$ cat config.mk
export PLATFORM = sky130hd
export DESIGN_NAME = cpx_issue
export DESIGN_NICKNAME = d
export VERILOG_FILES = /design/src/rtl/cpx_pkg.sv /design/src/rtl/cpx_regfile.sv /design/src/rtl/cpx_issue.sv
export SDC_FILE = /design/constraint.sdc
export NUM_CORES = 1
export LEC_CHECK = 0
export BUFFER_PORTS_ARGS = -buffer_cell sky130_fd_sc_hd__buf_2
export CORE_MARGIN = 3
export CORE_UTILIZATION = 45
export DETAILED_ROUTE_END_ITERATION = 16
export GPL_TIMING_DRIVEN = 1
export PLACE_DENSITY = 0.61
export SYNTH_ARGS = -nofsm -noshare
export SYNTH_HDL_FRONTEND = slang
export SYNTH_HIERARCHICAL = 1
export SYNTH_SLANG_ARGS = --single-unit
$ cat constraint.sdc
create_clock -name clk -period 4 [get_ports clk]
set_input_delay 0 -clock clk [delete_from_list [all_inputs] [get_ports clk]]
set_output_delay 0 -clock clk [all_outputs]
set_load 0.02 [all_outputs]
$ cat src/rtl/cpx_pkg.sv
// Shared opcode map, instruction field layout and defaults for the complex issue stage.
package cpx_pkg;

  localparam int unsigned OP_SIZE    = 4;
  localparam int unsigned DEF_DATA_W = 8;
  localparam int unsigned INSTR_W    = 16;
  localparam int unsigned REG_AW     = 3;

  localparam int unsigned OP_MSB  = 15;
  localparam int unsigned OP_LSB  = 12;
  localparam int unsigned RD_MSB  = 11;
  localparam int unsigned RD_LSB  = 9;
  localparam int unsigned RA_MSB  = 8;
  localparam int unsigned RA_LSB  = 6;
  localparam int unsigned RB_MSB  = 5;
  localparam int unsigned RB_LSB  = 3;
  localparam int unsigned RSV_MSB = 2;

  localparam logic [OP_SIZE-1:0] ADD_OP     = 4'b0000;
  localparam logic [OP_SIZE-1:0] SUB_OP     = 4'b0001;
  localparam logic [OP_SIZE-1:0] MUL_OP     = 4'b0010;
  localparam logic [OP_SIZE-1:0] DIV_OP     = 4'b0011;
  localparam logic [OP_SIZE-1:0] REAL_OP    = 4'b0100;
  localparam logic [OP_SIZE-1:0] IMAGINE_OP = 4'b0101;
  localparam logic [OP_SIZE-1:0] CONJ_OP    = 4'b0110;
  localparam logic [OP_SIZE-1:0] MEM_ACCESS = 4'b0111;
  localparam logic [OP_SIZE-1:0] MEM_RD_OP  = 4'b1000;
  localparam logic [OP_SIZE-1:0] LESS_OP    = 4'b1001;
  localparam logic [OP_SIZE-1:0] EQUAL_OP   = 4'b1010;
  localparam logic [OP_SIZE-1:0] LORE_OP    = 4'b1011;
  localparam logic [OP_SIZE-1:0] GREAT_OP   = 4'b1100;
  localparam logic [OP_SIZE-1:0] NEQUAL_OP  = 4'b1101;
  localparam logic [OP_SIZE-1:0] GORE_OP    = 4'b1110;
  localparam logic [OP_SIZE-1:0] MEM_WR_OP  = 4'b1111;

  typedef enum logic [1:0] {
    IDLE = 2'd0,
    EXEC = 2'd1,
    WB   = 2'd2
  } state_t;

  function automatic logic op_is_math(input logic [OP_SIZE-1:0] op);
    return (op == ADD_OP) || (op == SUB_OP) || (op == MUL_OP);
  endfunction

  function automatic logic op_is_cmp(input logic [OP_SIZE-1:0] op);
    case (op)
      LESS_OP, EQUAL_OP, LORE_OP, GREAT_OP, NEQUAL_OP, GORE_OP: return 1'b1;
      default:                                                  return 1'b0;
    endcase
  endfunction

  // Math and compare ops read a second register; single-operand ops drive B as zero
  function automatic logic op_uses_rb(input logic [OP_SIZE-1:0] op);
    return op_is_math(op) || op_is_cmp(op);
  endfunction

  // Divide and memory ops belong to other units and are rejected here
  function automatic logic op_is_supported(input logic [OP_SIZE-1:0] op);
    case (op)
      DIV_OP, MEM_ACCESS, MEM_RD_OP, MEM_WR_OP: return 1'b0;
      default:                                  return 1'b1;
    endcase
  endfunction

endpackage

$ cat src/rtl/cpx_regfile.sv
// Complex register file: one write port, two operand read ports and a debug read port.
module cpx_regfile #(
  parameter int unsigned DATA_W = 8,
  parameter int unsigned NREG   = 8,
  parameter int unsigned AW     = 3
) (
  input  logic              clk,
  input  logic              rst,
  input  logic              i_we,
  input  logic [AW-1:0]     i_waddr,
  input  logic [DATA_W-1:0] i_wre,
  input  logic [DATA_W-1:0] i_wim,
  input  logic [AW-1:0]     i_ra_addr,
  input  logic [AW-1:0]     i_rb_addr,
  input  logic [AW-1:0]     i_dbg_addr,
  output logic [DATA_W-1:0] o_ra_re,
  output logic [DATA_W-1:0] o_ra_im,
  output logic [DATA_W-1:0] o_rb_re,
  output logic [DATA_W-1:0] o_rb_im,
  output logic [DATA_W-1:0] o_dbg_re,
  output logic [DATA_W-1:0] o_dbg_im
);

  logic [DATA_W-1:0] r_re [NREG];
  logic [DATA_W-1:0] r_im [NREG];

  always_ff @(posedge clk) begin
    if (rst) begin
      for (int i = 0; i < int'(NREG); i++) begin
        r_re[i] <= '0;
        r_im[i] <= '0;
      end
    end else if (i_we) begin
      r_re[i_waddr] <= i_wre;
      r_im[i_waddr] <= i_wim;
    end
  end

  // Reads see the stored value, so a same-cycle write is not visible until the next cycle
  assign o_ra_re  = r_re[i_ra_addr];
  assign o_ra_im  = r_im[i_ra_addr];
  assign o_rb_re  = r_re[i_rb_addr];
  assign o_rb_im  = r_im[i_rb_addr];
  assign o_dbg_re = r_re[i_dbg_addr];
  assign o_dbg_im = r_im[i_dbg_addr];

endmodule

$ cat src/rtl/cpx_issue.sv
// Issue/writeback stage in front of the complex ALU: decodes one instruction at a time,
// drives the ALU operands and retires the ALU result or compare flag.
module cpx_issue #(
  parameter int unsigned DATA_W  = cpx_pkg::DEF_DATA_W,
  parameter int unsigned NREG    = 8,
  parameter int unsigned OP_SIZE = cpx_pkg::OP_SIZE
) (
  input  logic                        clk,
  input  logic                        rst,
  input  logic                        instr_valid,
  output logic                        instr_ready,
  input  logic [cpx_pkg::INSTR_W-1:0] instr,
  input  logic                        ld_valid,
  input  logic [$clog2(NREG)-1:0]     ld_addr,
  input  logic [DATA_W-1:0]           ld_re,
  input  logic [DATA_W-1:0]           ld_im,
  input  logic [$clog2(NREG)-1:0]     dbg_addr,
  output logic [DATA_W-1:0]           dbg_re,
  output logic [DATA_W-1:0]           dbg_im,
  output logic [DATA_W-1:0]           A1,
  output logic [DATA_W-1:0]           A2,
  output logic [DATA_W-1:0]           B1,
  output logic [DATA_W-1:0]           B2,
  output logic [7:0]                  Op,
  input  logic [DATA_W-1:0]           Out1,
  input  logic [DATA_W-1:0]           Out2,
  input  logic                        CompReg,
  output logic                        cmp_flag,
  output logic                        done,
  output logic                        err
);

  import cpx_pkg::*;

  localparam int unsigned AW = $clog2(NREG);

  state_t              r_state;
  state_t              w_next;
  logic [AW-1:0]       r_rd;
  logic [OP_SIZE-1:0]  r_op;
  logic [DATA_W-1:0]   r_a1, r_a2, r_b1, r_b2;
  logic                r_cmp_flag, r_done, r_err;

  logic [OP_SIZE-1:0]  w_op;
  logic [AW-1:0]       w_rd, w_ra, w_rb;
  logic [DATA_W-1:0]   w_ra_re, w_ra_im, w_rb_re, w_rb_im;
  logic                w_rf_we;
  logic [AW-1:0]       w_rf_waddr;
  logic [DATA_W-1:0]   w_rf_wre, w_rf_wim;
  logic                w_issue, w_reject, w_retire, w_cmp_load;
  logic                w_unused_rsv;

  assign w_op = OP_SIZE'(instr[OP_MSB:OP_LSB]);
  assign w_rd = AW'(instr[RD_MSB:RD_LSB]);
  assign w_ra = AW'(instr[RA_MSB:RA_LSB]);
  assign w_rb = AW'(instr[RB_MSB:RB_LSB]);
  assign w_unused_rsv = ^instr[RSV_MSB:0];

  cpx_regfile #(
    .DATA_W (DATA_W),
    .NREG   (NREG),
    .AW     (AW)
  ) u_regfile (
    .clk        (clk),
    .rst        (rst),
    .i_we       (w_rf_we),
    .i_waddr    (w_rf_waddr),
    .i_wre      (w_rf_wre),
    .i_wim      (w_rf_wim),
    .i_ra_addr  (w_ra),
    .i_rb_addr  (w_rb),
    .i_dbg_addr (dbg_addr),
    .o_ra_re    (w_ra_re),
    .o_ra_im    (w_ra_im),
    .o_rb_re    (w_rb_re),
    .o_rb_im    (w_rb_im),
    .o_dbg_re   (dbg_re),
    .o_dbg_im   (dbg_im)
  );

  always_ff @(posedge clk) begin
    if (rst) r_state <= IDLE;
    else     r_state <= w_next;
  end

  // Next state plus register-file write steering; loads win over instruction accept
  always_comb begin
    w_next     = r_state;
    w_rf_we    = 1'b0;
    w_rf_waddr = ld_addr;
    w_rf_wre   = ld_re;
    w_rf_wim   = ld_im;
    w_issue    = 1'b0;
    w_reject   = 1'b0;
    w_retire   = 1'b0;
    w_cmp_load = 1'b0;
    case (r_state)
      IDLE: begin
        if (ld_valid) begin
          w_rf_we = 1'b1;
        end else if (instr_valid) begin
          if (op_is_supported(w_op)) begin
            w_issue = 1'b1;
            w_next  = EXEC;
          end else begin
            w_reject = 1'b1;
          end
        end
      end
      EXEC: w_next = WB;
      WB: begin
        w_next   = IDLE;
        w_retire = 1'b1;
        if (op_is_cmp(r_op)) begin
          w_cmp_load = 1'b1;
        end else begin
          w_rf_we    = 1'b1;
          w_rf_waddr = r_rd;
          w_rf_wre   = Out1;
          w_rf_wim   = Out2;
        end
      end
      default: w_next = IDLE;
    endcase
  end

  always_ff @(posedge clk) begin
    if (rst) begin
      r_rd       <= '0;
      r_op       <= '0;
      r_a1       <= '0;
      r_a2       <= '0;
      r_b1       <= '0;
      r_b2       <= '0;
      r_cmp_flag <= 1'b0;
      r_done     <= 1'b0;
      r_err      <= 1'b0;
    end else begin
      r_done <= w_retire;
      r_err  <= w_reject;
      if (w_issue) begin
        r_op <= w_op;
        r_rd <= w_rd;
        r_a1 <= w_ra_re;
        r_a2 <= w_ra_im;
        if (op_uses_rb(w_op)) begin
          r_b1 <= w_rb_re;
          r_b2 <= w_rb_im;
        end else begin
          r_b1 <= '0;
          r_b2 <= '0;
        end
      end
      if (w_cmp_load) r_cmp_flag <= CompReg;
    end
  end

  assign instr_ready = (r_state == IDLE) && !ld_valid && !rst;
  assign A1          = r_a1;
  assign A2          = r_a2;
  assign B1          = r_b1;
  assign B2          = r_b2;
  assign Op          = 8'(r_op);
  assign cmp_flag    = r_cmp_flag;
  assign done        = r_done;
  assign err         = r_err;

endmodule

Word-level counts from Yosys, hierarchy flattened
Memory sizes are Yosys's and may differ from the RTL's. A register that Yosys moved wholly into a read port is not among the register bits.
Index checks and enable logic that the tools add are counted.

operators by class
  bitwise gates (word level) = 2
  muxes and demuxes = 43
  reductions and logical operators = 16
  eq/ne operators = 23

operator list
  operator              number
  $mux W8               8
  $eq A4 B4 Y1 const B  14
  $mux W1               26
  $reduce_or A8 Y1      2
  $mux W3               4
  $reduce_or A6 Y1      2
  $eq A4 B2 Y1 const B  2
  $reduce_or A4 Y1      2
  $mux W2               3
  $ne A2 B2 Y1 const B  3
  $eq A4 B1 Y1 const B  1
  $eq A4 B3 Y1 const B  1
  $logic_not A4 Y1      1
  $pmux W2 S2           1
  $logic_or A1 B1 Y1    3
  $reduce_and A3 Y1     1
  $eq A2 B1 Y1 const B  1
  $eq A2 B2 Y1 const B  1
  $logic_and A1 B1 Y1   2
  $logic_not A1 Y1      2
  $logic_not A2 Y1      1
  $not A1 Y1            2
  $pmux W1 S2           1

word-level totals
  memories kept = 2
  flip-flop bits (word level) = 28
  RAM bits = 128
  output and inout bits = 60

memories
  name            words  width  rd ports  clocked after memory_dff  write ports  RTL line           RTL
  u_regfile.r_im  8      8      3         1                         8            cpx_regfile.sv:25  logic [DATA_W-1:0] r_im [NREG];
  u_regfile.r_re  8      8      3         1                         8            cpx_regfile.sv:24  logic [DATA_W-1:0] r_re [NREG];

Longest topological paths before layout
  word-level depth = 14
  gate-level depth with buffers = 9
  depth with buffers taken out = 5

By module
The synthesis kept the hierarchy.

modules (own cells, without submodules)
  module       cells an instance  area each (um^2)  seq. area each (um^2)  instances
  cpx_regfile  487                8020.2            3843.7                 1
  cpx_issue    226                2144.6            880.8                  1

Worst setup path after synthesis
No wires, ideal clock.

  path kind = reg2reg
  start = register r_op[0]
  end = memory u_regfile.r_im[0][0] (enable)
  setup time = 0.392 ns
  path slack = 0.248 ns
  cell stages (with the launch flop) = 10
  buffers on the path = 4
  data required time = 3.608 ns
  arrival = 3.360 ns
  cell sequence = dfxtp_1 or3_1 a31oi_4 buf_4 mux2_1 or3b_1 clkbuf_1 buf_6 buf_4 o21bai_1

RTL lines
  what                      RTL line           RTL
  start: declaration        cpx_issue.sv:40    logic [OP_SIZE-1:0] r_op;
  start signal: assignment  cpx_issue.sv:142   r_op <= w_op;
  end: declaration          cpx_regfile.sv:25

==> summary.md <==
| Metric | Value |
|---|---|
| Routed length per instance | about 25 µm |
| Number of cell rows | 54 |
| Clk Latency, worst-skew pair | 0.44 ns |
| Crit-path max cell delay | ~0.55 ns |
| Slew of the pin with the lowest slew margin | 1.19 ns |
| Setup CP Type | flop to flop |
| Critical Path Start Type | flop |
| Max FO, Critical Path | 16 |
| RSZ-0062 raised after global routing | false |
| Setup-failing EPs final | 0 |
| Total power | 4.55 mW |
| Port Buffer Count | 111 |
| Number of global-route vias before repair | roughly 6.7k |
| Largest area contributor in the netlist | edfxtp_1 |
| TritonCTS clock tree | done |
| Hold Buf Count CTS | 11 |
| Post-synth EDFFs | 128 |
| Sum Neg Setup Slack | 0 ns |
| Mapped cell area | around 10000 µm² |
| Placeable Area | between 20000 and 25000 µm² |
| Setup Buffers After CTS | 0 |
| Die ar. | 24400 µm² |
| CP Data Required Time | ~4.1 ns |
| Leakage | about 4.3 nW |
| Count leader, synth | edfxtp_1 |
| Area delta synth->final | 13.2% |
| Die W | between 150 and 200 µm |
| Headroom to the max-slew limit | between 20 and 25% |
| Crit path time final | 3.12 ns |
| Clk_skew | around 0.0074 ns |
| Worst path arrival time | about 3.2 ns |
| Post-synth ARST share | 0% |
| Clk pin slew, worst setup/hold paths | around 0.070 ns |
| Initial DRC count | roughly 540 |
| Resized Gates After CTS | 0 |
| Max VDD drop | 0.303 mV |
| Max Cap Viol | 0 |
| Hold Crit Class | primary input to flop |
| Met2 Use GR | 36.5% |
| Share of layout cells above drive strength 1 | between 20% and 30% |
| Root Buffer | clkbuf_16 |
| Gp weighted congestion | ~0.81 |
| Final worst setup slack | roughly 0.9 ns |
| Initial antenna violation count | 0 |
| Final Max Slew Viols | 0 |
| Synth area leaders | edfxtp_1 (38%), mux4_1 (22%), dfxtp_1 (8.7%) |
| Top Family by Delay on Critical Path | simple AND/OR/NAND/NOR gates |
| Sequential share of the synthesized area | between 40% and 50% |
| Post-DP Area | 10800 µm² |
| Pre-CTS setup slack | approximately 0.91 ns |
| Critical-path top delay cell | or3b_2 |
| DR pass1 iterations | 5 |
| Vias per cell | 6.25 |
| Overflow after GRT | 0 |
| Drt total wl | between 20000 and 30000 µm |
| Final hold viol count | 0 |
| Pwr/cell area | just under 400 nW/µm² |
| Final ANT Viol Nets | 0 |
| Synth top cells by count | edfxtp_1 (128), nor3_1 (122), mux4_1 (84) |
| Register bit total from synthesis | between 150 and 200 |
| Met3 Use GR | under 10% |
| Syn_area_per_cell | roughly 14 µm² |
| CTS buffer count | 17 |
| Via Count | between 6k and 7k |
| Main synth FF type | edfxtp_1 |
| R2r setup slk | approximately 0.88 ns |
| WP buf/inv | 1 |
| CTS Sinks | about 170 |
| Top Usage Layer GRT | met2 |
| Tcrit/Tclk final | 78.1% |
| Cell area after layout | 11500 µm² |
| Clock buffer depth | 2 |
| Cells after Synth | 713 |
| # diodes | 0 |
| Worst path cell trace | or3_1 -> a31oi_4 -> mux2_1 -> or3b_2 -> o21bai_1 -> buf_4 |
| Fillers | ~1.8k |
| CP endpoint kind | flop |
| Pin count of the biggest net entering global routing | 81 |
| Synth cell types | 41 |
| Met1 Use GR | approximately 31% |
| Status | completed |
| DRC | 0 |
| Post-synth top area share | roughly 38% |
| Fmax | 320 MHz |
| Final Net Count | between 800 and 900 |
| Synth Warn # | 6 |
| I/O Pins | about 120 |
| Placed wire-length estimate | around 16000 µm |
| Initial core utilization | 46.1% |
| First-pass GRT wire length | slightly above 40000 µm |
| Die Ht | roughly 160 µm |
| H-Tree Depth | 4 |
| Hold_ws | around 0.032 ns |
| Global router's overall resource usage | between 20% and 30% |
cells in the final DEF, fill, tap and decap left out, drive strengths merged, types with 3 or more instances in the layout:
master and count:
inv 9, and2 3, buf 128, dlygate4sd3 11
mux2 67, conb 4, edfxtp 128, nor3 128
nand2b 3, clkbuf 17, bufinv 4, dfxtp 44
mux2i 39, o21bai 8, clkinv 20, nor2 3
mux4 96, o211ai 16, nand2 64
per-stage QoR:
stage | utilization [%] | instances
6_report | 52.3 | 1090
2_1_floorplan | - | 716
3_5_place_dp | 48.9 | 1047
5_1_grt | 52.3 | 1090
4_1_cts | 52.3 | 1090
3_3_place_gp | 48.9 | 1047
final timing paths:
| kind | start | endpoint | cells after the start |
|---|---|---|---|
| setup / recovery | r_op[0]$_SDFFE_PP0P_ | u_regfile/r_re[2][5]$_SDFFCE_PN0P_ | 6 |
| hold / removal | instr[15] | r_op[3]$_SDFFE_PP0P_ | 3 |
| setup reg to reg | r_op[0]$_SDFFE_PP0P_ | u_regfile/r_re[2][5]$_SDFFCE_PN0P_ | 6 |
| hold reg to reg | A1[1]$_SDFFE_PP0P_ | A1[1]$_SDFFE_PP0P_ | 2 |
worst reg2reg max path, stage by stage (launching register included):
cell and delay (ns):
dfxtp_1 0.33, or3_1 0.45, a31oi_4 0.46, mux2_1 0.41, or3b_2 0.55, o21bai_1 0.22
buf_4 0.36
flip-flops by register name, indices dropped and copies added (netlist names):
| register | count |
|---|---|
| u_regfile/r_im | 64 |
| r_rd | 3 |
| done | 1 |
| B1 | 8 |
| A1 | 8 |
| err | 1 |
| B2 | 8 |
| r_op | 4 |
| u_regfile/r_re | 64 |
| A2 | 8 |
| cmp_flag | 1 |
| r_state | 2 |
routing by layer:
metal / routed length, µm / vias up
met2: 13000 / 298
met3: 1970 / 40
met5: 0 / -
met1: 11600 / 3437
li1: - / 3042
met4: 459 / 0
layout make-up:
cell class | count | area, µm² | area share, %
Multi-Input combinational cell | 448 | 4930 | 42.9
Clock buffer | 17 | 425 | 3.70
Inverter | 19 | 71.3 | 0.620
Timing Repair Buffer | 139 | 793 | 6.89
Sequential cell | 172 | 4720 | 41.0
Clock inverter | 15 | 210 | 1.83
Tap cell | 280 | 350 | 3.04
cells by family after synthesis:
logic type      synth area share [%]
mux                             35.6
compound gates                  2.42
simple gates                    10.3
buf+inv                         5.16
other cells                   0.0369
flops                           46.5
report_power, final:
part / internal (mW) / switching (mW) / total (mW) / leakage [nW]
clock network: 1.06 / 0.730 / 1.79 / 0.308
registers: 2.00 / 0.0571 / 2.06 / 1.66
logic: 0.299 / 0.397 / 0.696 / 2.36
(Power assumes the default switching activity.)
